[src/rtl/add8_frame_accum_pkg.sv]
// Shared types and constants for the 8-bit frame accumulator and its adder stage.
package add8_pkg;

    localparam int DEFAULT_DATA_W = 8;

    localparam logic [DEFAULT_DATA_W-1:0] SAT_MAX = 8'h7F;
    localparam logic [DEFAULT_DATA_W-1:0] SAT_MIN = 8'h80;

    typedef enum logic {
        ACCUM = 1'b0,
        HOLD  = 1'b1
    } state_t;

    // Two's-complement overflow: operands share a sign that the result does not.
    function automatic logic add_ovf(input logic a_msb, input logic b_msb, input logic s_msb);
        return (a_msb == b_msb) && (s_msb != a_msb);
    endfunction

endpackage

[src/rtl/add8_frame_accum_if.sv]
// Sample-in / frame-result-out stream pair of the frame accumulator.
interface add8_frame_accum_if
    import add8_pkg::*;
#(
    parameter int DATA_W = DEFAULT_DATA_W,
    parameter int CNT_W  = 4
);
    logic              in_valid;
    logic              in_ready;
    logic [DATA_W-1:0] in_data;
    logic              in_last;
    logic              out_valid;
    logic              out_ready;
    logic [DATA_W-1:0] out_sum;
    logic              out_ovf;
    logic [CNT_W-1:0]  out_count;

    modport master (
        output in_valid, in_data, in_last, out_ready,
        input  in_ready, out_valid, out_sum, out_ovf, out_count
    );

    modport slave (
        input  in_valid, in_data, in_last, out_ready,
        output in_ready, out_valid, out_sum, out_ovf, out_count
    );
endinterface

[src/rtl/add8_frame_accum_ovf.sv]
// Combinational two's-complement adder with signed-overflow flag.
module add8_ovf
    import add8_pkg::*;
#(
    parameter int W = DEFAULT_DATA_W
) (
    input  logic [W-1:0] a,
    input  logic [W-1:0] b,
    output logic [W-1:0] s,
    output logic         ovf
);
    always_comb begin
        s   = a + b;
        ovf = add_ovf(a[W-1], b[W-1], s[W-1]);
    end
endmodule

[src/rtl/add8_frame_accum.sv]
// Per-frame signed accumulator with sticky overflow, optional saturation and a
// one-deep registered result slot released by the output handshake.
module add8_frame_accum
    import add8_pkg::*;
#(
    parameter int DATA_W   = DEFAULT_DATA_W,
    parameter int CNT_W    = 4,
    parameter bit SATURATE = 1'b1
) (
    input  logic              clk,
    input  logic              aresetn,
    add8_frame_accum_if.slave bus
);
    localparam logic [DATA_W-1:0] SAT_HI  = {1'b0, {(DATA_W-1){1'b1}}};
    localparam logic [DATA_W-1:0] SAT_LO  = {1'b1, {(DATA_W-1){1'b0}}};
    localparam logic [CNT_W-1:0]  CNT_MAX = '1;

    state_t            state;
    state_t            state_nxt;
    logic [DATA_W-1:0] acc;
    logic [DATA_W-1:0] acc_nxt;
    logic [DATA_W-1:0] sum;
    logic              ovf;
    logic              ovf_st;
    logic [CNT_W-1:0]  cnt;
    logic [CNT_W-1:0]  cnt_nxt;
    logic              accept;

    add8_ovf #(.W(DATA_W)) u_add (
        .a   (acc),
        .b   (bus.in_data),
        .s   (sum),
        .ovf (ovf)
    );

    // Both handshake outputs come straight from the state register.
    assign bus.in_ready  = (state == ACCUM);
    assign bus.out_valid = (state == HOLD);
    assign accept        = bus.in_valid && (state == ACCUM);

    always_comb begin
        acc_nxt = sum;
        if (SATURATE && ovf) begin
            acc_nxt = acc[DATA_W-1] ? SAT_LO : SAT_HI;
        end
        cnt_nxt = (cnt == CNT_MAX) ? cnt : cnt + 1'b1;
    end

    always_ff @(posedge clk or negedge aresetn) begin
        if (!aresetn) begin
            state <= ACCUM;
        end else begin
            state <= state_nxt;
        end
    end

    always_comb begin
        state_nxt = state;
        case (state)
            ACCUM: if (accept && bus.in_last) state_nxt = HOLD;
            HOLD:  if (bus.out_ready)         state_nxt = ACCUM;
            default: state_nxt = ACCUM;
        endcase
    end

    always_ff @(posedge clk or negedge aresetn) begin
        if (!aresetn) begin
            acc           <= '0;
            ovf_st        <= 1'b0;
            cnt           <= '0;
            bus.out_sum   <= '0;
            bus.out_ovf   <= 1'b0;
            bus.out_count <= '0;
        end else if (accept) begin
            if (bus.in_last) begin
                // Result slot captures the post-sample totals; the next frame starts clean.
                bus.out_sum   <= acc_nxt;
                bus.out_ovf   <= ovf_st | ovf;
                bus.out_count <= cnt_nxt;
                acc           <= '0;
                ovf_st        <= 1'b0;
                cnt           <= '0;
            end else begin
                acc    <= acc_nxt;
                ovf_st <= ovf_st | ovf;
                cnt    <= cnt_nxt;
            end
        end
    end
endmodule

[src/flat_wrapper.sv]
// flat-port wrapper written by rule: the top's interface ports become plain ports
module add8_frame_accum_flat import add8_pkg::*;
#(
    parameter int DATA_W   = DEFAULT_DATA_W,
    parameter int CNT_W    = 4,
    parameter bit SATURATE = 1'b1
)
  (clk, aresetn, bus_in_valid, bus_in_data, bus_in_last, bus_out_ready, bus_in_ready, bus_out_valid, bus_out_sum, bus_out_ovf, bus_out_count);
  add8_frame_accum_if #(.DATA_W(DATA_W), .CNT_W(CNT_W)) bus_i ();
  input  logic clk;
  input  logic aresetn;
  input wire logic [$bits(bus_i.in_valid)-1:0] bus_in_valid;
  input wire logic [$bits(bus_i.in_data)-1:0] bus_in_data;
  input wire logic [$bits(bus_i.in_last)-1:0] bus_in_last;
  input wire logic [$bits(bus_i.out_ready)-1:0] bus_out_ready;
  output wire logic [$bits(bus_i.in_ready)-1:0] bus_in_ready;
  output wire logic [$bits(bus_i.out_valid)-1:0] bus_out_valid;
  output wire logic [$bits(bus_i.out_sum)-1:0] bus_out_sum;
  output wire logic [$bits(bus_i.out_ovf)-1:0] bus_out_ovf;
  output wire logic [$bits(bus_i.out_count)-1:0] bus_out_count;
  assign bus_i.in_valid = bus_in_valid;
  assign bus_i.in_data = bus_in_data;
  assign bus_i.in_last = bus_in_last;
  assign bus_i.out_ready = bus_out_ready;
  assign bus_in_ready = bus_i.in_ready;
  assign bus_out_valid = bus_i.out_valid;
  assign bus_out_sum = bus_i.out_sum;
  assign bus_out_ovf = bus_i.out_ovf;
  assign bus_out_count = bus_i.out_count;
  add8_frame_accum #(.DATA_W(DATA_W), .CNT_W(CNT_W), .SATURATE(SATURATE)) u_core (.clk(clk), .aresetn(aresetn), .bus(bus_i));
endmodule
[config.mk]
export PLATFORM = sky130hd
export DESIGN_NAME = add8_frame_accum_flat
export DESIGN_NICKNAME = d
export VERILOG_FILES = /design/src/rtl/add8_frame_accum_pkg.sv /design/src/rtl/add8_frame_accum_if.sv /design/src/rtl/add8_frame_accum_ovf.sv /design/src/rtl/add8_frame_accum.sv /design/src/flat_wrapper.sv
export SDC_FILE = /design/constraint.sdc
export NUM_CORES = 1
export LEC_CHECK = 0
export ABC_AREA = 0
export ABC_CLOCK_PERIOD_IN_PS = 4700
export CORE_MARGIN = 3
export CORE_UTILIZATION = 30
export CTS_CLUSTER_SIZE = 40
export DETAILED_ROUTE_END_ITERATION = 10
export GPL_TIMING_DRIVEN = 1
export PLACE_DENSITY = 0.47
export SKIP_CTS_REPAIR_TIMING = 1
export SLEW_MARGIN = 0
export SYNTH_ARGS = -nofsm -noshare
export SYNTH_HDL_FRONTEND = slang
export SYNTH_SLANG_ARGS = --single-unit
export TNS_END_PERCENT = 5
[constraint.sdc]
create_clock -name clk -period 4.7 [get_ports clk]
set_input_delay 0.705 -clock clk [delete_from_list [all_inputs] [get_ports clk]]
set_output_delay 0.705 -clock clk [all_outputs]
set_load 0.01 [all_outputs]
==> reports/qor.txt <==
Global route total overflow: 0
First-pass GRT wire length: 6220 microns
Clock root buffer master: clkbuf_8
Post-synth EDFFs: 0
Maximum clock path buffer count: 2
Switching share of power: 0.406
Synth Net Count: 201
Fin area: 1970 sq um
DRC: 0
Cell-by-cell trace of the critical path: clkdlybuf4s50_1 -> ha_1 -> a211oi_1 -> or3_1 -> a21oi_2 -> nor2_1 -> o31ai_1
Yosys top cell area share: 0.414
Startpoint Class: primary input
Final hold vios: 0
Critical Path RT: 4.88 ns
Max-cap violation count: 0
Min-Delay Path Class: reg -> reg
Port bufs: 27
YS warnings: 0
Clk pwr share: 0.124
Final #Nets: 226
Area leader, netlist: dfrtp_1
Placed cell areas: 1930 sq um
Crit path capture type: flip-flop
Drt wl/cell: 13.6 microns
Final setup fails: 0
Synthesis-stage register bit count: 27
Synth async-reset ratio: 1.00
Synth Cell Area: 1630 sq um
CTS Buf Count: 3
Pre-CTS setup slack: 1.61 ns
Status: finished clean
Slew headroom: 0.386
Fin cells: 273
Clock Latency Late Sink: 0.27 ns
Tmin final: 2.81 ns
Synth top area cells: dfrtp_1, nand2_1, ha_1
Hold_ws: 0.481 ns
Sequential share of the synthesized area: 0.414
DRT Pass-1 Iters: 6
Clock slew at reported path FFs: 0.09 ns
Slowest CP cell: or3_1
Crit path kind: in -> reg
Dpl hpwl: 2810 microns
Final setup skew: 0.00305 ns
Combinational power share: 0.523
CP Max Fanout: 12
P_leak: 0.850 nW
Area grow syn2layout: 20.8%
Number of DRC markers in iteration 0: 116
Final Max Tran Viols: 0
Vias: 1363
Top_reg_cell synth: dfrtp_1
Sw power: 0.000429 W
Row Count: 26
Antenna-violating nets left: 0
Initial antenna violation count: 0
Reg power frac: 0.354
Fmax: 0.356 GHz
CTS tree: yes
Clock sink count: 27
Filler Cell Count: 521
# IOs: 28
Final worst slack: 1.89 ns
Synth cell types: 40
Worst-margin pin slew: 0.914 ns
Internal power: 0.000628 W
Crit path max-delay family: compound AO/OA/AOI/OAI gates
Fraction of layout cells with a size suffix above 1: 0.0640
Starting Density: 0.316
Ant diodes: 0
Unrepaired setup endpoints after global routing: false
Crit path buf inv count: 1
Syn Area/Cell: 9.12 sq um
Syn Inst Count: 179
Vias per inst: 4.99
Final worst-path cycle share: 0.597
Placed Instances: 269
Vias in the first global route: 1265
Die W: 79.8 microns
Total wire length: 3710 microns
Peak supply drop: 207 uV
Worst Path Arrival: 2.98 ns
Core area: 5170 sq um
Top cells by count, synth: dfrtp_1, nand2_1, nor2_1, a21oi_1, o21ai_0
GRT Total Usage: 0.123
Setup TNS: 0 ns
Critical path's largest stage delay: 0.52 ns
PwrDens: 535 nW/um^2
Die area: 6360 sq um
Placer Congestion: 0.840
Die Ht: 79.8 microns
H-tree depth: 1
Largest net degree at the start of global routing: 28
-- per-layer routing --
metal  GRT usage  vias up  part of all wire
met5           0        -                 0
met4      0.0203        0            0.0046
met3      0.0305        2             0.040
met2       0.187       24              0.45
met1       0.178      640              0.50
li1            -      697                 -
-- logic make-up (layout without fill, tap and decap cells) --
logic type,Yosys count,after routing,synth area share
AND/OR/NAND/NOR,67,67,0.186
buffers and inverters,12,36,0.0521
AO/OA/AOI/OAI,58,58,0.241
flip-flops,27,27,0.414
XOR/XNOR,4,4,0.0215
multiplexers,2,2,0.0123
adder cells (fa/ha/maj),9,9,0.0736
-- placed cells by master (no fill, tap or decap), types with 2 or more instances in the layout --
master and count:
nand2_1 27, clkdlybuf4s50_1 27, dfrtp_1 27, nor2_1 21, a21oi_1 14, o21ai_0 13
o31ai_1 8, ha_1 8, nand3_1 6, o21ai_1 6, inv_1 4, o2111ai_1 3
xor2_1 3, clkbuf_8 3, mux2i_1 2, nand2b_1 2, a211oi_1 2, nor3b_1 2
or4b_2 2, a22oi_1 2
-- path summary, 6_finish.rpt --
check,from,endpoint,slack (ns),cells after the start
worst min-delay path,u_core.bus.out_sum[2],u_core.bus.out_sum[2],0.48,2
max in group asynchronous,aresetn,u_core.bus.out_sum[7],3.63,2
min in group asynchronous,aresetn,u_core.bus.out_count[1],0.81,2
worst max register to register,u_core.acc[5],u_core.bus.out_sum[3],2.34,6
worst max-delay path,bus_in_data[1],u_core.bus.out_sum[3],1.89,7
worst min register to register,u_core.bus.out_sum[2],u_core.bus.out_sum[2],0.48,2
-- per-stage QoR --
stage	util	total power [W]
2_1_floorplan	-	0.000745
3_3_place_gp	0.373	0.000929
3_5_place_dp	0.373	0.000935
4_1_cts	0.381	0.00107
5_1_grt	0.381	0.00116
6_report	0.381	0.00106
-- final cells by class --
class,count,area [sq um],area share
multi-input cells,140,872,0.442
repair buffers,28,278,0.141
well taps,70,87.6,0.0444
flip-flops and latches,27,676,0.342
clock buffers,4,45.0,0.0228
inverters,4,15.0,0.00761
-- flip-flops by register name (all words and copies together) (netlist names) --
name,cells
u_core.bus.out_count,4
u_core.cnt,4
u_core.acc,8
u_core.bus.out_valid,1
u_core.bus.out_sum,8
u_core.bus.out_ovf,1
u_core.ovf_st,1
-- worst min-delay path, stage by stage (launching register included) --
cell	delay [ns]
dfrtp_1	0.35
nand2_1	0.05
o31ai_1	0.05
-- power by group through the flow --
stage / Sequential, W / Combinational [W] / Clock (W)
final: 0.000374 / 0.000552 / 0.000130
after global routing: 0.000386 / 0.000624 / 0.000150
after floorplan: 0.000388 / 0.000357 / 0
after global placement: 0.000379 / 0.000549 / 0
after detailed placement: 0.000381 / 0.000554 / 0
after CTS: 0.000376 / 0.000558 / 0.000140
(Power assumes the default switching activity.)
